## config.mk

```make
export PLATFORM = sky130hd
export DESIGN_NAME = pa_clic_int_sync
export DESIGN_NICKNAME = d
export VERILOG_FILES = /design/src/rtl/pa_clic_int_pkg.sv /design/src/rtl/pa_clic_int_filt_bit.sv /design/src/rtl/pa_clic_int_sync.sv
export SDC_FILE = /design/constraint.sdc
export NUM_CORES = 1
export LEC_CHECK = 0
export CORE_UTILIZATION = 55
export DETAILED_ROUTE_END_ITERATION = 8
export DONT_BUFFER_PORTS = 1
export PLACE_DENSITY = 0.76
export SETUP_SLACK_MARGIN = 0.5
export SLEW_MARGIN = 0
export SYNTH_ARGS = -nofsm -noshare
export SYNTH_HDL_FRONTEND = slang
export SYNTH_SLANG_ARGS = --single-unit
```

## constraint.sdc

```tcl
create_clock -name forever_cpuclk -period 2.3 [get_ports forever_cpuclk]
set_input_delay 0.23 -clock forever_cpuclk [delete_from_list [all_inputs] [get_ports forever_cpuclk]]
set_output_delay 0.23 -clock forever_cpuclk [all_outputs]
set_load 0.02 [all_outputs]
```

## src/rtl/pa_clic_int_pkg.sv

```systemverilog
// Shared constants and types for the CLIC external interrupt conditioning stage.
// This package defines the line count, the synchronizer and filter defaults, and the filter mode.
package pa_clic_int_pkg;

    localparam int CLIC_INTNUM       = 144;
    localparam int CLIC_LOCAL_INTNUM = 16;
    localparam int EXT_INTNUM        = CLIC_INTNUM - CLIC_LOCAL_INTNUM;

    localparam int SYNC_STAGES_DEF = 2;
    localparam int FILT_CYC_DEF    = 4;
    localparam int FILT_CYC_MAX    = 8;

    // The counter is sized for the longest legal filter window.
    // FILT_CYC can then be changed without touching the width.
    function automatic int calc_cnt_w(input int max_cyc);
        return (max_cyc <= 2) ? 1 : $clog2(max_cyc);
    endfunction

    localparam int CNT_W_DEF = calc_cnt_w(FILT_CYC_MAX);

    typedef enum logic {
        FILT_BYPASS = 1'b0,
        FILT_ACTIVE = 1'b1
    } filt_mode_e;

endpackage

```

## src/rtl/pa_clic_int_filt_bit.sv

```systemverilog
// One interrupt line: a multi-flop synchronizer, a stability filter, the vld flop
// and the previous-cycle vld flop used to detect a rising edge.
module pa_clic_int_filt_bit
    import pa_clic_int_pkg::*;
#(
    parameter int SYNC_STAGES = SYNC_STAGES_DEF,
    parameter int FILT_CYC    = FILT_CYC_DEF,
    parameter int CNT_W       = CNT_W_DEF
) (
    input  logic       forever_cpuclk,
    input  logic       clic_rst_b,
    input  logic       i_raw,
    input  filt_mode_e i_mode,
    output logic       o_vld,
    output logic       o_rise
);

    localparam logic [CNT_W-1:0] CNT_LAST = CNT_W'(FILT_CYC - 1);

    logic [SYNC_STAGES-1:0] r_sync;
    logic [CNT_W-1:0]       r_cnt;
    logic [CNT_W-1:0]       w_cnt_nxt;
    logic                   r_vld;
    logic                   r_vld_q;
    logic                   w_vld_nxt;
    logic                   w_sync_out;
    logic                   w_diff;

    assign w_sync_out = r_sync[SYNC_STAGES-1];
    assign w_diff     = w_sync_out ^ r_vld;

    always_ff @(posedge forever_cpuclk or negedge clic_rst_b) begin
        if (!clic_rst_b) begin
            r_sync <= '0;
        end else begin
            r_sync <= {r_sync[SYNC_STAGES-2:0], i_raw};
        end
    end

    // Any sample equal to the current vld restarts the window, so short pulses are dropped.
    // The >= compare keeps the counter from ever wrapping.
    always_comb begin
        w_vld_nxt = r_vld;
        w_cnt_nxt = '0;
        if (i_mode == FILT_BYPASS) begin
            w_vld_nxt = w_sync_out;
        end else if (w_diff) begin
            if (r_cnt >= CNT_LAST) begin
                w_vld_nxt = w_sync_out;
            end else begin
                w_cnt_nxt = r_cnt + CNT_W'(1);
            end
        end
    end

    always_ff @(posedge forever_cpuclk or negedge clic_rst_b) begin
        if (!clic_rst_b) begin
            r_cnt   <= '0;
            r_vld   <= 1'b0;
            r_vld_q <= 1'b0;
        end else begin
            r_cnt   <= w_cnt_nxt;
            r_vld   <= w_vld_nxt;
            r_vld_q <= r_vld;
        end
    end

    assign o_vld  = r_vld;
    assign o_rise = r_vld & ~r_vld_q;

endmodule

```

## src/rtl/pa_clic_int_sync.sv

```systemverilog
// Conditions the asynchronous pad interrupt lines for the CLIC top.
// Each line is synchronized and filtered, and a newly asserted line raises a wakeup pulse.
module pa_clic_int_sync
    import pa_clic_int_pkg::*;
#(
    parameter int INTNUM      = EXT_INTNUM,
    parameter int SYNC_STAGES = SYNC_STAGES_DEF,
    parameter int FILT_CYC    = FILT_CYC_DEF,
    parameter int CNT_W       = CNT_W_DEF
) (
    input  logic              forever_cpuclk,
    input  logic              clic_rst_b,
    input  logic [INTNUM-1:0] pad_clic_int_raw,
    input  logic              clic_int_filt_en,
    input  logic              pad_yy_scan_mode,
    output logic [INTNUM-1:0] pad_clic_int_vld,
    output logic              clic_int_wakeup
);

    filt_mode_e        w_mode;
    logic [INTNUM-1:0] w_rise;
    logic              r_wakeup;

    // Scan mode must see a plain pipeline, so it overrides the filter enable.
    assign w_mode = (clic_int_filt_en & ~pad_yy_scan_mode) ? FILT_ACTIVE : FILT_BYPASS;

    for (genvar g = 0; g < INTNUM; g++) begin : g_line
        pa_clic_int_filt_bit #(
            .SYNC_STAGES (SYNC_STAGES),
            .FILT_CYC    (FILT_CYC),
            .CNT_W       (CNT_W)
        ) u_filt_bit (
            .forever_cpuclk (forever_cpuclk),
            .clic_rst_b     (clic_rst_b),
            .i_raw          (pad_clic_int_raw[g]),
            .i_mode         (w_mode),
            .o_vld          (pad_clic_int_vld[g]),
            .o_rise         (w_rise[g])
        );
    end

    always_ff @(posedge forever_cpuclk or negedge clic_rst_b) begin
        if (!clic_rst_b) begin
            r_wakeup <= 1'b0;
        end else begin
            r_wakeup <= |w_rise;
        end
    end

    assign clic_int_wakeup = r_wakeup;

endmodule

```

Yosys cells after proc, flatten, opt, wreduce, memory -nomap -nowiden
Index checks and enable logic that the tools add are counted. W data, S select, Z words.

Register bits: 897. Input port bits: 132. Output and inout port bits: 129. Word-level logic and storage cells: 2309.

$add $sub $neg: 128. Magnitude comparators: 128. Equal/unequal tests: 256. Muxes and demuxes: 769. Bitwise gates (word level): 386. Reduce and logical (&&, ||, !) cells: 129.

Operators by type and width (number): $mux W3 (384); $ne A2 B1 Y1 const B (254); $mux W1 (385); $add A3 B1 Y3 const B (128); $ge A3 B2 Y1 const B (128); $reduce_and A2 Y1 (128); $and A1 B1 Y1 (129); $not A1 Y1 (129); $reduce_or A128 Y1 (1); $xor A1 B1 Y1 (128); $ne A2 B2 Y1 const B (2).

Logic depth before layout (Yosys ltp)
Gate-level depths: netlist of run 1.

Depth after elaboration: 5. Mapped depth: 7. Gate-level depth less buffers: 6.

By module
Synthesis of run 1 repeated with hierarchy kept, for this count alone.

Cells, all modules: 2733. Area total of the unflattened synthesis: 35537.8 µm².

By module, submodules not included: pa_clic_int_filt_bit (times used 128, cells each 21, area each 275.3 µm², seq. area each 175.2 µm²); pa_clic_int_sync (times used 1, cells each 45, area each 304.0 µm², seq. area each 25.0 µm²).

Worst setup path after synthesis of run 1
No wires, ideal clock.

Path type: register -> register. Start: register g_line[24].u_filt_bit.r_cnt[0]. End: register g_line[24].u_filt_bit.r_vld. Library setup time: 125 ps. Arrival: 1607 ps. Data required time: 2175 ps. Path slack: 569 ps. Cell stages (with the launch flop): 6. Path buffers: 0. Period minus slack after synthesis: 1731 ps. Cell sequence: dfrtp_1 -> ha_1 -> ha_1 -> or3_1 -> a21oi_1 -> mux2_2.

Longest elaborated chain between the ends: 3.

RTL lines: from (decl) (RTL line pa_clic_int_filt_bit.sv:21) `logic [CNT_W-1:0] r_cnt;`; from (signal assigned) (RTL line pa_clic_int_filt_bit.sv:62) `r_cnt <= w_cnt_nxt;`; $ge A3 B2 Y1 (RTL line pa_clic_int_filt_bit.sv:48) `if (r_cnt >= CNT_LAST) begin`; $ne A2 B1 Y1 (no source line); $reduce_and A2 Y1 (no source line); to (signal assigned) (RTL line pa_clic_int_filt_bit.sv:63) `r_vld <= w_vld_nxt;`; to (decl) (RTL line pa_clic_int_filt_bit.sv:23) `logic r_vld;`.

Every way passes these cells. A chain may end at the register's enable or synchronous reset.

==> results of run 1 <==
synth_stat cells, drive strengths merged:
master	count
a2111oi	39
a21oi	89
a221oi	2
and3	128
buf	135
clkbuf	11
dfrtp	897
ha	256
inv	223
mux2	128
nand2	128
nand2b	34
nand4	4
nor2	128
nor3	7
nor3b	89
nor4	7
nor4b	39
o2111ai	11
o22ai	40
or3	89
or4	1
xor2	128
stage by stage:
step                cell area [sq um]  power (mW)  hold WS, ps  utilization [%]
floorplan                       35500        19.0        -65.6                -
global placement                35900        19.2        -37.0             56.6
detailed placement              35900        19.4        -34.3             56.6
CTS                             41400        35.2         -721             65.3
global route                    43700        36.6         -732             68.9
finish                          43700        35.3         -697             68.9
flip-flops by register name, indices dropped and copies added (netlist names):
signal,count
g_line.u_filt_bit.r_cnt,384
g_line.u_filt_bit.r_sync,256
g_line.u_filt_bit.o_vld,128
g_line.u_filt_bit.r_vld_q,128
clic_int_wakeup,1
per-layer routing:
layer	GRT usage (%)	vias to the layer above	share of wire, %
met3	5.30	168	4.9
met4	8.75	4	3.5
met1	24.2	10536	38
met5	0	-	0.032
met2	37.5	378	53
li1	-	9443	-
cells by family after synthesis:
| logic type | synth area share (%) |
|---|---|
| compound gates | 5.02 |
| xor+xnor | 3.16 |
| fa+ha+maj | 9.01 |
| buf+inv | 5.28 |
| flops | 63.2 |
| mux | 4.06 |
| simple gates | 10.3 |
final cells by class:
| class | count | area [sq um] | share of cell area, % |
|---|---|---|---|
| clock buffer | 129 | 2640 | 6.05 |
| sequential | 897 | 22500 | 51.4 |
| tap | 846 | 1060 | 2.42 |
| clock inverter | 35 | 515 | 1.18 |
| multi-input combinational | 1347 | 12900 | 29.5 |
| timing repair buffer | 382 | 3260 | 7.47 |
| inverter | 223 | 837 | 1.92 |
| antenna | 3 | 7.51 | 0.0172 |
what timing repair did:
action / 4_1_cts / 5_1_grt
endpoints found under the hold margin: 1028 / 897
pin swaps: 3 / 35
gates resized for setup: 57 / 238
setup endpoints to repair: 86 / 135
setup buffers: 94 / 123
power groups by stage:
| stage | logic [mW] | registers (mW) | clock network, mW |
|---|---|---|---|
| 3_3_place_gp | 1.52 | 17.7 | 0 |
| 3_5_place_dp | 1.62 | 17.7 | 0 |
| 2_1_floorplan | 1.66 | 17.3 | 0 |
| 5_1_grt | 2.67 | 17.6 | 16.4 |
| 4_1_cts | 2.04 | 17.4 | 15.7 |
| 6_report | 2.46 | 17.5 | 15.4 |
placed cells by master, fill, tap and decap left out, types with 21 or more instances in the layout:
cell type        n
dfrtp_1        890
ha_2            21
a2111oi_4       38
o22ai_1         39
or3_4           84
ha_1           232
and3_1         128
nor4b_1         39
mux2_1          35
mux2_2          43
dlygate4sd3_1  130
xor2_1         128
a21oi_4         69
inv_1          221
clkbuf_16       94
buf_4          245
mux2_4          50
nor3b_1         89
nand2_1        127
nor2_1         127
nand2b_1        33
final timing paths:
check | slack [ps] | from | end
setup / recovery | -960 | clic_rst_b | g_line[62].u_filt_bit.r_cnt[0]
hold / removal | -700 | clic_rst_b | g_line[57].u_filt_bit.r_cnt[1]
setup reg to reg | 140 | g_line[17].u_filt_bit.o_vld | clic_int_wakeup
hold reg to reg | 340 | g_line[86].u_filt_bit.r_sync[0] | g_line[86].u_filt_bit.r_sync[1]
max in group forever_cpuclk | 140 | g_line[17].u_filt_bit.o_vld | clic_int_wakeup
min in group forever_cpuclk | 90 | pad_yy_scan_mode | g_line[41].u_filt_bit.r_cnt[2]
==> results.json, run 1 <==
{
  "worstPathRequired_ps": 1570,
  "grt_max_degree": 898,
  "switching_share_pct": 23.2,
  "irDropWorstVdd_uv": 679,
  "synth.avg_cell_area_sq_um": 13.6,
  "seq_area_frac_synth_pct": 63.2,
  "cts_hold_buffers": 130,
  "grt_usage_pct": 21.1,
  "pwr-share-seq_pct": 49.5,
  "die_h_um": 256,
  "cts_buffer_depth": 3,
  "fin_crit_ps": 3260,
  "final_cells": 3862,
  "cts_sinks": 897,
  "synthCells": 2613,
  "synth_cell_types": 28,
  "vias": 20529,
  "setup_tns_ps": -145370,
  "fillCellCount": 3922,
  "grt_pass1_wl_mm": 112,
  "cap_violations": 0,
  "setup_viol": 358,
  "drt_iter0_drc": 1168,
  "p_leak_nw": 20.7,
  "ant_nets": 0,
  "yosys.area.top_type": "dfrtp_1",
  "ys_warn_count": 0,
  "coreArea_sq_um": 63400,
  "endpoint_kind": "async pin",
  "netlist_area_sq_um": 35500,
  "ff2ff_path_depth": 6,
  "slew_violations": 698,
  "yosysTopAreaCellShare_pct": 63.2,
  "clk_pin_slew_ps": 70,
  "ys_seq_elements": 897,
  "post-route-period-util_pct": 142,
  "p_per_area_nw_per_um2": 809,
  "power_frac_comb_pct": 7.0,
  "p_sw_mw": 8.18,
  "cp_max_fo": 897,
  "io_pins": 261,
  "max_freq_mhz": 306,
  "gp_congestion": 0.772,
  "crit_cells": 0,
  "hpwl_mm": 42.1,
  "cts_tree": "done",
  "criticalPathCategory": "in2async",
  "hold_viol": 435,
  "dr.pass1.iters": 5,
  "syn_nets": 3001,
  "layout-drive-gt1-share_pct": 24.6,
  "grt_pass1_vias": 22341,
  "violations": "hold timing, slew limit, setup timing",
  "route.detailed.drc": 0,
  "overflow": 0,
  "dp.cells": 3348,
  "rows": 92,
  "die_area_sq_um": 65600,
  "start_util_pct": 56.0,
  "worst_slew_pin_slew_ps": 4610,
  "rsz0062_at_grt": "true",
  "cts_buffers": 91,
  "holdWs_ps": -697,
  "layout_setup_ws_ps": -963,
  "antenna_found_initial": 5,
  "cp.arrival_ps": 2540,
  "status": "finished with violations",
  "clock_skew_ps": 28.0,
  "p_int_mw": 27.1,
  "htree_levels": 3,
  "routed_via_density": 5.32,
  "wl_per_cell_um": 18.8,
  "insertion_delay_ps": 640,
  "portBuffers": 0,
  "dp_worst_setup_slack_ps": -146,
  "routed_wl_mm": 72.6,
  "root_buffer": "clkbuf_16",
  "area_delta_synth_final_pct": 22.9,
  "holdCritPathClass": "in2async",
  "worstSetupStartpointType": "input port",
  "die_w_um": 256,
  "slew_headroom_pct": -208,
  "num-nets-final": 3330,
  "p_clk_share_pct": 43.6,
  "ys_top_cells_by_area": "dfrtp_1 63%, ha_1 9.0%, xor2_1 3.2%"
}
(Power assumes the default switching activity.)
==> run 2, diff against run 1 <==
- RECOVER_POWER: default -> 50
==> results of run 2 <==
Same layout as run 1: the final DEF is identical, and so are final timing and power.
==> run 3, diff against run 2 <==
- CORE_UTILIZATION: 55 -> 40
- PLACE_DENSITY: 0.76 -> 0.6
==> results.json, run 3 (same netlist as run 1, synthesis figures left out) <==
{
  "status": "finished with violations",
  "violations": "hold timing",
  "worst_slew_pin_slew_ps": 1160,
  "p_total_mw": 35.9,
  "cts_tree": "done",
  "cp.arrival_ps": 2550,
  "fin_crit_ps": 2030,
  "gp_congestion": 0.749,
  "holdCritPathClass": "in2async",
  "grt_pass1_vias": 22090,
  "start_util_pct": 40.6,
  "max_freq_mhz": 492,
  "dp_worst_setup_slack_ps": -209,
  "wl_per_cell_um": 16.8,
  "p_per_area_nw_per_um2": 813,
  "cts_buffer_depth": 3,
  "num-nets-final": 3340,
  "routed_via_density": 4.82,
  "grt_max_degree": 898,
  "htree_levels": 3,
  "routed_wl_mm": 70.2,
  "grt_pass1_wl_mm": 111,
  "die_area_sq_um": 90000,
  "die_w_um": 300,
  "crit_start": "g_line[79].u_filt_bit.o_vld",
  "fillCellCount": 7261,
  "die_h_um": 300,
  "criticalPathCategory": "reg2reg",
  "slew_violations": 0,
  "holdWs_ps": -731,
  "ff2ff_path_depth": 6,
  "clock_skew_ps": 21.2,
  "final_common_cell": "dfrtp_1",
  "route.detailed.drc": 0,
  "cts_sinks": 897,
  "clk_pin_slew_ps": 60,
  "cap_violations": 0,
  "worstSetupStartpointType": "flip-flop",
  "slew_headroom_pct": 22.7,
  "hpwl_mm": 44.4,
  "layout_setup_ws_ps": 268,
  "post-route-period-util_pct": 88.3,
  "multiInputGateArea_sq_um": 12900,
  "root_buffer": "clkbuf_16",
  "cts_buffers": 99,
  "layout-drive-gt1-share_pct": 23.7,
  "r2r_slack_ps": 270,
  "grt_usage_pct": 15.5,
  "top_register": "g_line.u_filt_bit.r_cnt",
  "overflow": 0,
  "post-route-util_pct": 50.4,
  "endpoint_kind": "flip-flop",
  "largest_register_ffs": 384,
  "area_delta_synth_final_pct": 24.1,
  "hold_viol": 538,
  "top_regs": "g_line.u_filt_bit.r_cnt x384, g_line.u_filt_bit.r_sync x256",
  "insertion_delay_ps": 660,
  "irDropWorstVdd_uv": 785,
  "drt_iter0_drc": 922,
  "setup_tns_ps": 0,
  "r2r-end": "clic_int_wakeup",
  "rsz0062_at_grt": "true",
  "dr.pass1.iters": 4,
  "r2r_start": "g_line[79].u_filt_bit.o_vld",
  "cts_hold_buffers": 128,
  "io_pins": 261,
  "setup_viol": 0,
  "vias": 20213,
  "p_leak_nw": 20.7,
  "coreArea_sq_um": 87400,
  "rows": 108,
  "seq_area_sq_um": 22400,
  "ant_nets": 0,
  "portBuffers": 0,
  "cp_max_fo": 5,
  "worstPathRequired_ps": 2820,
  "antenna_found_initial": 8,
  "final_cell_mix": "895 x dfrtp_1, 229 x ha_1, 219 x inv_1"
}
## run 3: cell count changes in the layout (fill, tap and decap cells not counted), moves of 7 or more
cell / change
mux2_4: -9
clkbuf_16: +7
clkinv_2: +8
clkbuf_1: +41
buf_4: -30
mux2_1: +9
## run 3: worst max path at each step
| stage | end |
|---|---|
| 3_5_place_dp | clic_int_wakeup |
| 4_1_cts | clic_int_wakeup |
| 6_report | clic_int_wakeup |
| 5_1_grt | clic_int_wakeup |
| 2_1_floorplan | g_line[24].u_filt_bit.o_vld |
| 3_3_place_gp | clic_int_wakeup |
## run 3: through the flow
| step | instances | cell area (sq um) | hold slack (ps) |
|---|---|---|---|
| final | 4193 | 44100 | -731 |
| after global routing | 4192 | 44100 | -793 |
| after CTS | 4067 | 41900 | -753 |
| after detailed placement | 3670 | 36300 | -18.6 |
| after global placement | 3670 | 36300 | -17.4 |
| after floorplan | 2613 | 35500 | -65.6 |
## run 3: repair_timing
item / 4_1_cts / 5_1_grt
buffers inserted: 86 / 118
gates resized for setup: 63 / 252
pin swaps: 7 / 34
setup endpoints to repair: 81 / 130
hold endpoints to repair: 1025 / 538
## run 3: worst max-delay path, stage by stage, from the launching register on
cell and delay, ps:
dfrtp_1 500, inv_1 120, o22ai_2 70, nor4_2 300
buf_4 210, nand4_1 160, or4_1 540
## run 3: layout make-up
cell class	count	share of cell area, %
Sequential cell	897	50.9
Multi-Input combinational cell	1347	29.2
Timing Repair Buffer	384	7.24
Clock buffer	141	6.39
Tap cell	1155	3.28
Inverter	223	1.90
Clock inverter	42	1.06
Antenna cell	4	0.0227
## run 3: layer usage
metal,GRT usage [%],up-vias,routed length [um]
li1,-,9479,-
met5,0,-,43
met2,27.8,305,37000
met4,5.90,8,2300
met3,4.55,147,3800
met1,17.2,10274,27100
## run 3: power by group
part	internal (mW)	leakage [nW]	switching [mW]
logic	1.28	7.79	1.43
registers	16.6	11.3	0.796
clock network	9.44	1.61	6.34
total	27.3	20.7	8.56
